File: config.mk
export PLATFORM = sky130hd
export DESIGN_NAME = fetch_unit
export DESIGN_NICKNAME = d
export VERILOG_FILES = /design/src/rtl/fetch_unit.sv
export SDC_FILE = /design/constraint.sdc
export NUM_CORES = 1
export LEC_CHECK = 0
export ABC_CLOCK_PERIOD_IN_PS = 5600
export CORE_MARGIN = 1
export CORE_UTILIZATION = 54
export DETAILED_ROUTE_END_ITERATION = 10
export PLACE_DENSITY = 0.81
export SYNTH_ARGS = -nofsm -noshare
export SYNTH_HDL_FRONTEND = slang
export SYNTH_SLANG_ARGS = --single-unit
export TNS_END_PERCENT = 30
File: constraint.sdc
create_clock -name Clk -period 5.6 [get_ports Clk]
set_clock_uncertainty 0.1 [all_clocks]
set_input_delay 1.12 -clock Clk [delete_from_list [all_inputs] [get_ports Clk]]
set_output_delay 1.12 -clock Clk [all_outputs]
set_load 0.01 [all_outputs]
File: src/rtl/fetch_unit.sv
// Instruction fetch / program-counter stage.
// Holds the PC, applies control-FSM PC updates (increment, relative branch,
// register jump, not-taken increment) and fetches the word at PC over a
// req/ack handshake. A PC update that arrives while a fetch is outstanding
// is parked in a one-entry slot and applied when the fetch finishes.
module fetch_unit #(
  parameter int                ADDR_W   = 16,
  parameter logic [ADDR_W-1:0] RESET_PC = '0,
  parameter int                MAX_WAIT = 15
) (
  input  logic              Clk,
  input  logic              Rst_n,
  input  logic              PCEn,
  input  logic [1:0]        PCState,
  input  logic [7:0]        Disp,
  input  logic [ADDR_W-1:0] RegTarget,
  input  logic              FetchReq,
  output logic [ADDR_W-1:0] MemAddr,
  output logic              MemRd,
  input  logic              MemAck,
  input  logic [15:0]       MemData,
  output logic [15:0]       Instr,
  output logic              InstrValid,
  output logic [ADDR_W-1:0] PC,
  output logic [ADDR_W-1:0] LinkPC,
  output logic              Busy,
  output logic              FetchErr
);

  typedef enum logic [1:0] {IDLE, REQ, DONE, ERR} state_t;

  // Last wait count value before the timeout fires.
  localparam logic [7:0] WAIT_LAST = 8'(MAX_WAIT - 1);

  state_t              state_q, state_d;
  logic [ADDR_W-1:0]   pc_q, pc_d;
  logic [ADDR_W-1:0]   link_q, link_d;
  logic [ADDR_W-1:0]   mem_addr_q, mem_addr_d;
  logic [15:0]         instr_q, instr_d;
  logic                instr_valid_q, instr_valid_d;
  logic [7:0]          wait_cnt_q, wait_cnt_d;
  logic                mem_rd_q, mem_rd_d;
  logic                busy_q, busy_d;
  logic                fetch_err_q, fetch_err_d;
  logic                pend_valid_q, pend_valid_d;
  logic [1:0]          pend_sel_q, pend_sel_d;
  logic [7:0]          pend_disp_q, pend_disp_d;
  logic [ADDR_W-1:0]   pend_tgt_q, pend_tgt_d;
  logic                leave_req;

  // New PC for a given update select; all arithmetic wraps at 2^ADDR_W.
  function automatic logic [ADDR_W-1:0] calc_pc(
    input logic [1:0]        sel,
    input logic [7:0]        disp,
    input logic [ADDR_W-1:0] tgt,
    input logic [ADDR_W-1:0] base
  );
    logic [ADDR_W-1:0] r;
    case (sel)
      2'b01:   r = base + {{(ADDR_W-8){disp[7]}}, disp};
      2'b10:   r = tgt;
      default: r = base + ADDR_W'(1);
    endcase
    return r;
  endfunction

  // Next-state, PC update and pending-slot logic.
  always_comb begin
    state_d       = state_q;
    pc_d          = pc_q;
    mem_addr_d    = mem_addr_q;
    instr_d       = instr_q;
    instr_valid_d = instr_valid_q;
    wait_cnt_d    = wait_cnt_q;
    pend_valid_d  = pend_valid_q;
    pend_sel_d    = pend_sel_q;
    pend_disp_d   = pend_disp_q;
    pend_tgt_d    = pend_tgt_q;
    leave_req     = 1'b0;

    case (state_q)
      IDLE, DONE: begin
        if (FetchReq) begin
          state_d       = REQ;
          mem_addr_d    = pc_q;   // old PC even if PCEn fires on this edge
          instr_valid_d = 1'b0;
          wait_cnt_d    = '0;
        end
        if (PCEn) begin
          pc_d = calc_pc(PCState, Disp, RegTarget, pc_q);
        end
      end
      REQ: begin
        if (MemAck) begin
          state_d       = DONE;
          instr_d       = MemData;
          instr_valid_d = 1'b1;
          leave_req     = 1'b1;
        end else if (wait_cnt_q == WAIT_LAST) begin
          state_d   = ERR;
          leave_req = 1'b1;
        end else begin
          wait_cnt_d = wait_cnt_q + 8'd1;
        end

        if (leave_req) begin
          // Fetch is over: retire the parked update, or one arriving now.
          if (pend_valid_q) begin
            pc_d         = calc_pc(pend_sel_q, pend_disp_q, pend_tgt_q, pc_q);
            pend_valid_d = 1'b0;
          end else if (PCEn) begin
            pc_d = calc_pc(PCState, Disp, RegTarget, pc_q);
          end
        end else if (PCEn && !pend_valid_q) begin
          // Park the update; further strobes while full are dropped.
          pend_valid_d = 1'b1;
          pend_sel_d   = PCState;
          pend_disp_d  = Disp;
          pend_tgt_d   = RegTarget;
        end
      end
      default: begin
        instr_valid_d = 1'b0;
      end
    endcase
  end

  // Registered output decodes derived from the next state.
  always_comb begin
    link_d      = pc_d + ADDR_W'(1);
    mem_rd_d    = (state_d == REQ);
    busy_d      = (state_d == REQ);
    fetch_err_d = (state_d == ERR);
  end

  // State register with synchronous active-low reset.
  always_ff @(posedge Clk) begin
    if (!Rst_n) begin
      state_q       <= IDLE;
      pc_q          <= RESET_PC;
      link_q        <= RESET_PC + ADDR_W'(1);
      mem_addr_q    <= RESET_PC;
      instr_q       <= '0;
      instr_valid_q <= 1'b0;
      wait_cnt_q    <= '0;
      mem_rd_q      <= 1'b0;
      busy_q        <= 1'b0;
      fetch_err_q   <= 1'b0;
      pend_valid_q  <= 1'b0;
      pend_sel_q    <= '0;
      pend_disp_q   <= '0;
      pend_tgt_q    <= '0;
    end else begin
      state_q       <= state_d;
      pc_q          <= pc_d;
      link_q        <= link_d;
      mem_addr_q    <= mem_addr_d;
      instr_q       <= instr_d;
      instr_valid_q <= instr_valid_d;
      wait_cnt_q    <= wait_cnt_d;
      mem_rd_q      <= mem_rd_d;
      busy_q        <= busy_d;
      fetch_err_q   <= fetch_err_d;
      pend_valid_q  <= pend_valid_d;
      pend_sel_q    <= pend_sel_d;
      pend_disp_q   <= pend_disp_d;
      pend_tgt_q    <= pend_tgt_d;
    end
  end

  assign PC         = pc_q;
  assign LinkPC     = link_q;
  assign MemAddr    = mem_addr_q;
  assign MemRd      = mem_rd_q;
  assign Busy       = busy_q;
  assign Instr      = instr_q;
  assign InstrValid = instr_valid_q;
  assign FetchErr   = fetch_err_q;

endmodule
; ---- Yosys cells after proc, flatten, opt, wreduce, memory -nomap -nowiden
; Cells that the tools add are included.
[totals]
register_bits = 104
out_inout_bits = 68
[op_classes]
add_sub_neg = 5
n_eq_ne = 13
n_mux = 22
bitwise_logic = 1
reduce_logical = 12
[op_table]
columns = op, count
row1 = one-hot mux 16 bit (2 select lines), 3
row2 = 2-to-1 mux 16 bit, 3
row3 = "adder 16 x 1 -> 16 bit, second input constant", 2
row4 = adder 16 bit, 2
row5 = 2-to-1 mux 8 bit, 3
row6 = one-hot mux 8 bit (2 select lines), 1
row7 = "adder 8 x 1 -> 8 bit, second input constant", 1
row8 = "equality test 2 x 1 -> 1 bit, second input constant", 4
row9 = "equality test 2 bit, second input constant", 4
row10 = "equality test 8 x 4 -> 1 bit, second input constant", 1
row11 = "inequality test 2 bit, second input constant", 4
row12 = AND reduction 2 bit, 4
row13 = 2-to-1 mux 1 bit, 7
row14 = 2-to-1 mux 2 bit, 3
row15 = one-hot mux 2 bit (2 select lines), 1
row16 = AND reduction 4 bit, 1
row17 = nonzero test 2 bit, 2
row18 = AND reduction 3 bit, 1
row19 = logical NOT 2 bit, 1
row20 = one-hot mux 1 bit (2 select lines), 1
row21 = OR reduction 2 bit, 1
row22 = logical AND 1 bit, 1
row23 = logical NOT 1 bit, 1
row24 = inverter 1 bit, 1

; ---- Logic depth before layout (Yosys ltp)
[depth]
ltp_word = 7
depth_mapped = 14

; ---- Least setup slack after synthesis
; OpenSTA, ideal clock, no wires.
[synth_timing]
path_kind = input port to flip-flop
start = in Disp[0]
end = reg link_q[14] (netlist: LinkPC[14])
arrival_ns = 4.067
required_time_ns = 5.379
slack_ns = 1.312
stages = 13
path_buffers = 0
path_cell_list = ha_1 -> inv_1 -> fa_1 -> nand2b_1 -> o2bb2ai_1 -> o21ba_1 -> mux2_1 -> a221o_1 -> a211o_1 -> a2111oi_2 -> nand3b_1 -> nor3b_1 -> mux2_2
[synth_between]
elab_chain_cells = 7
[synth_rtl]
columns = element, line
row1 = "start, declared", 15  ; input logic [7:0] Disp,
row2 = adder 16 bit (*), 60  ; 2'b01: r = base + {{(ADDR_W-8){disp[7]}}, disp};
row3 = one-hot mux 16 bit (2 select lines) (*), 59  ; case (sel)
row4 = 2-to-1 mux 16 bit (*), 111  ; end else if (PCEn) begin
row5 = 2-to-1 mux 16 bit, 108  ; if (pend_valid_q) begin
row6 = 2-to-1 mux 16 bit, 106  ; if (leave_req) begin
row7 = one-hot mux 16 bit (2 select lines) (*), 81  ; case (state_q)
row8 = adder 16 x 1 -> 16 bit (*), 130  ; link_d = pc_d + ADDR_W'(1);
row9 = "end signal, assigned", 141  ; link_q <= RESET_PC + ADDR_W'(1);
row10 = "end signal, assigned", 156  ; link_q <= link_d;
row11 = "end, declared", 37  ; logic [ADDR_W-1:0] link_q, link_d;
; Mark *: on every way between the ends. The rest lies on a longest branch, timed or not.
; A chain may end at the register's enable or synchronous reset.

; ---- Final worst setup path
; Ends and elaborated chain as after synthesis.

==> metrics.yaml <==
yosys_warnings: 0
num_io_pins: 115
crit_buf_inv: 2
tightest_slew_ps: 1070
rsz0062_at_grt: "no"
diodes: 0
htree_levels: 3
postCtsResizedCells: 0
ys_ff_latch: 104
cp-end-kind: "register"
cts_root_buf: "clkbuf_16"
slowest_stage: "clkdlybuf4s50_1"
die-area_um2: 13100
drive_gt1_frac: 0.0525
syn_area_um2: 6840
ctsHoldBuffers: 0
antenna_found_initial: 0
status: "completed"
cp.depth: 14
p_sw_uw: 617
clk_pin_slew_worst_paths_ps: 70
drtIter0Drc: 704
crit_required_ps: 5750
avgSynthCellArea_um2: 7.56
fillerInstances: 1032
tns_ps: 0
worstSkewPairLatency_ps: 360
maxCapViolations: 0
dr_total_vias: 7216
power_mw: 1.97
cp_cell_sequence: "clkdlybuf4s50_1 -> ha_1 -> inv_1 -> fa_1 -> nand2b_1 -> o2bb2ai_1 -> o21ba_1 -> mux2_1 -> a221o_1 -> a211o_1 -> a2111oi_2 -> nand3b_1 -> nor3b_1 -> mux2_2"
grt_usage: 0.324
timing.hold.ws_ps: 353
cts_tree: "built"
yosysTopAreaCell: "dfxtp_1"
multiInputGateArea_um2: 4450
routabilityCongestion: 1.00
drv_slew: 0
p_clk_frac: 0.321
drc_errors: 0
post-cts-setup-buffers: 0
rows: 40
ir_drop_uv: 170
first_pass_iters: 6
grt_max_degree: 51
fin_crit_sh: 0.852
switching_share: 0.314
nets: 1074
areaGrowthSynthToFinish_pct: 21.9
grt_pass1_vias: 6246
yosys.area.top_type_share: 0.304
comb_power_share: 0.252
synthArstFlopShare: 0
hold_class: "register to register"
cp_data_arrival_time_ps: 4920
setup-violations-final: 0
fp.dieH_um: 115
leakage_nw: 3.11
design.core.area_um2: 12200
synth-edff-count: 0
grt_pass1_wl_um: 33000
routedWlPerCell_um: 18.2
port_buffers: 114
min_period_ps: 4770
maxSlewHeadroom: 0.287
synthCells: 905
ys.flop_type: "dfxtp_1"
criticalPathCategory: "input port to register"
cp_max_fo: 5
synth-seq-area-share: 0.304
timing_hold_violations_final: 0
synth_nets: 992
fmax_ghz: 0.210
power_density_nw_per_um2: 236
vias_per_cell: 6.23
grt-ovfl-total: 0
seq_area_um2: 2080
cp_top_family: "compound AO/OA/AOI/OAI gates"
synthTopCellsByArea: "dfxtp_1 30%, nand2_1 9.9%, a21oi_1 8.6%"
seqPwrFrac: 0.426
critPathMaxStageDelay_ps: 490
die_x_um: 115
ys_types: 87
worstSetupStartpointType: "input port"
start_util: 0.562
cts.sinks: 104
dp_hpwl_um: 15400
antenna_left: 0
internal_power_mw: 1.35
cts_made_buffers: 9
r2r_cells: 13
hold_depth: 2
routed_wl_um: 21100
clk_path_buf_depth: 2
per-stage QoR:
stage | area, um2 | setup slack (ps) | instances | utilization
detailed placement | 8050 | 451 | 1144 | 0.662
global route | 8330 | 541 | 1159 | 0.685
global placement | 8050 | 592 | 1144 | 0.662
finish | 8330 | 830 | 1159 | 0.685
CTS | 8330 | 834 | 1159 | 0.685
floorplan | 6840 | 1310 | 905 | -
routing by layer:
layer / global-route usage / routed length, um
met1: 0.429 / 8830
met2: 0.516 / 9560
met3: 0.0672 / 1860
met4: 0.126 / 831
met5: 0 / 0
state kept, by name, indices dropped and copies added, names as in the netlist:
register and cells:
Instr 16, LinkPC 16, MemAddr 16, PC 16
pend_tgt_q 16, pend_disp_q 8, wait_cnt_q 8, pend_sel_q 2
state_q 2, Busy 1, FetchErr 1, InstrValid 1
pend_valid_q 1
tightest hold or removal path: stages (launching register included):
cell and delay, ps:
dfxtp_1 310, nand2_1 50, a21oi_1 50
Yosys cell counts, types with 18 or more instances:
| master | count |
|---|---|
| nor3_1 | 22 |
| xor2_1 | 21 |
| inv_1 | 20 |
| nor2_1 | 57 |
| dfxtp_1 | 104 |
| xnor2_1 | 19 |
| a21oi_1 | 118 |
| o21ai_0 | 24 |
| nand2_1 | 180 |
| nand3_1 | 18 |
| ha_1 | 38 |
| clkbuf_1 | 40 |
path summary, 6_finish.rpt:
check,startpoint,end,slack (ps)
setup / recovery,Disp[0],LinkPC[14],830
setup reg to reg,PC[0],LinkPC[14],1150
hold / removal,Instr[4],Instr[4],350
hold reg to reg,Instr[4],Instr[4],350
power groups by stage:
stage	Combinational, mW	Clock, mW	Sequential (mW)
floorplan	0.305	0	0.837
global placement	0.481	0	0.852
detailed placement	0.487	0	0.852
CTS	0.490	0.640	0.836
global route	0.541	0.670	0.842
finish	0.496	0.632	0.838
cell families (layout without fill, tap and decap cells):
| family | Yosys count | count (layout) | synth area share |
|---|---|---|---|
| AOI/OAI and AO/OA | 268 | 268 | 0.257 |
| xor gates and xnor gates | 40 | 40 | 0.0512 |
| buffers and inverters | 77 | 163 | 0.0461 |
| DFF | 104 | 104 | 0.304 |
| and+or+nand+nor | 369 | 369 | 0.254 |
| adders and majority gates | 40 | 40 | 0.0754 |
| muxes | 7 | 7 | 0.0115 |
cells in the final DEF (no fill, tap or decap), types with 10 or more instances in the layout:
cell type	n
nand2_1	180
a21oi_1	118
clkdlybuf4s50_1	114
dfxtp_1	104
nor2_1	57
ha_1	38
o21ai_0	24
nor3_1	21
xor2_1	21
xnor2_1	19
inv_1	19
nand3_1	18
nand4_1	14
a21o_1	13
and2_1	13
o211ai_1	11
buf_4	11
and3_1	10
nand2b_1	10
final cells by class:
class	count	area share
multi-input combinational	724	0.534
inverter	23	0.0104
tap	168	0.0252
clock inverter	4	0.00631
sequential	104	0.250
clock buffer	11	0.0279
timing repair buffer	125	0.147
No activity file was read; power rests on OpenSTA's default activity.
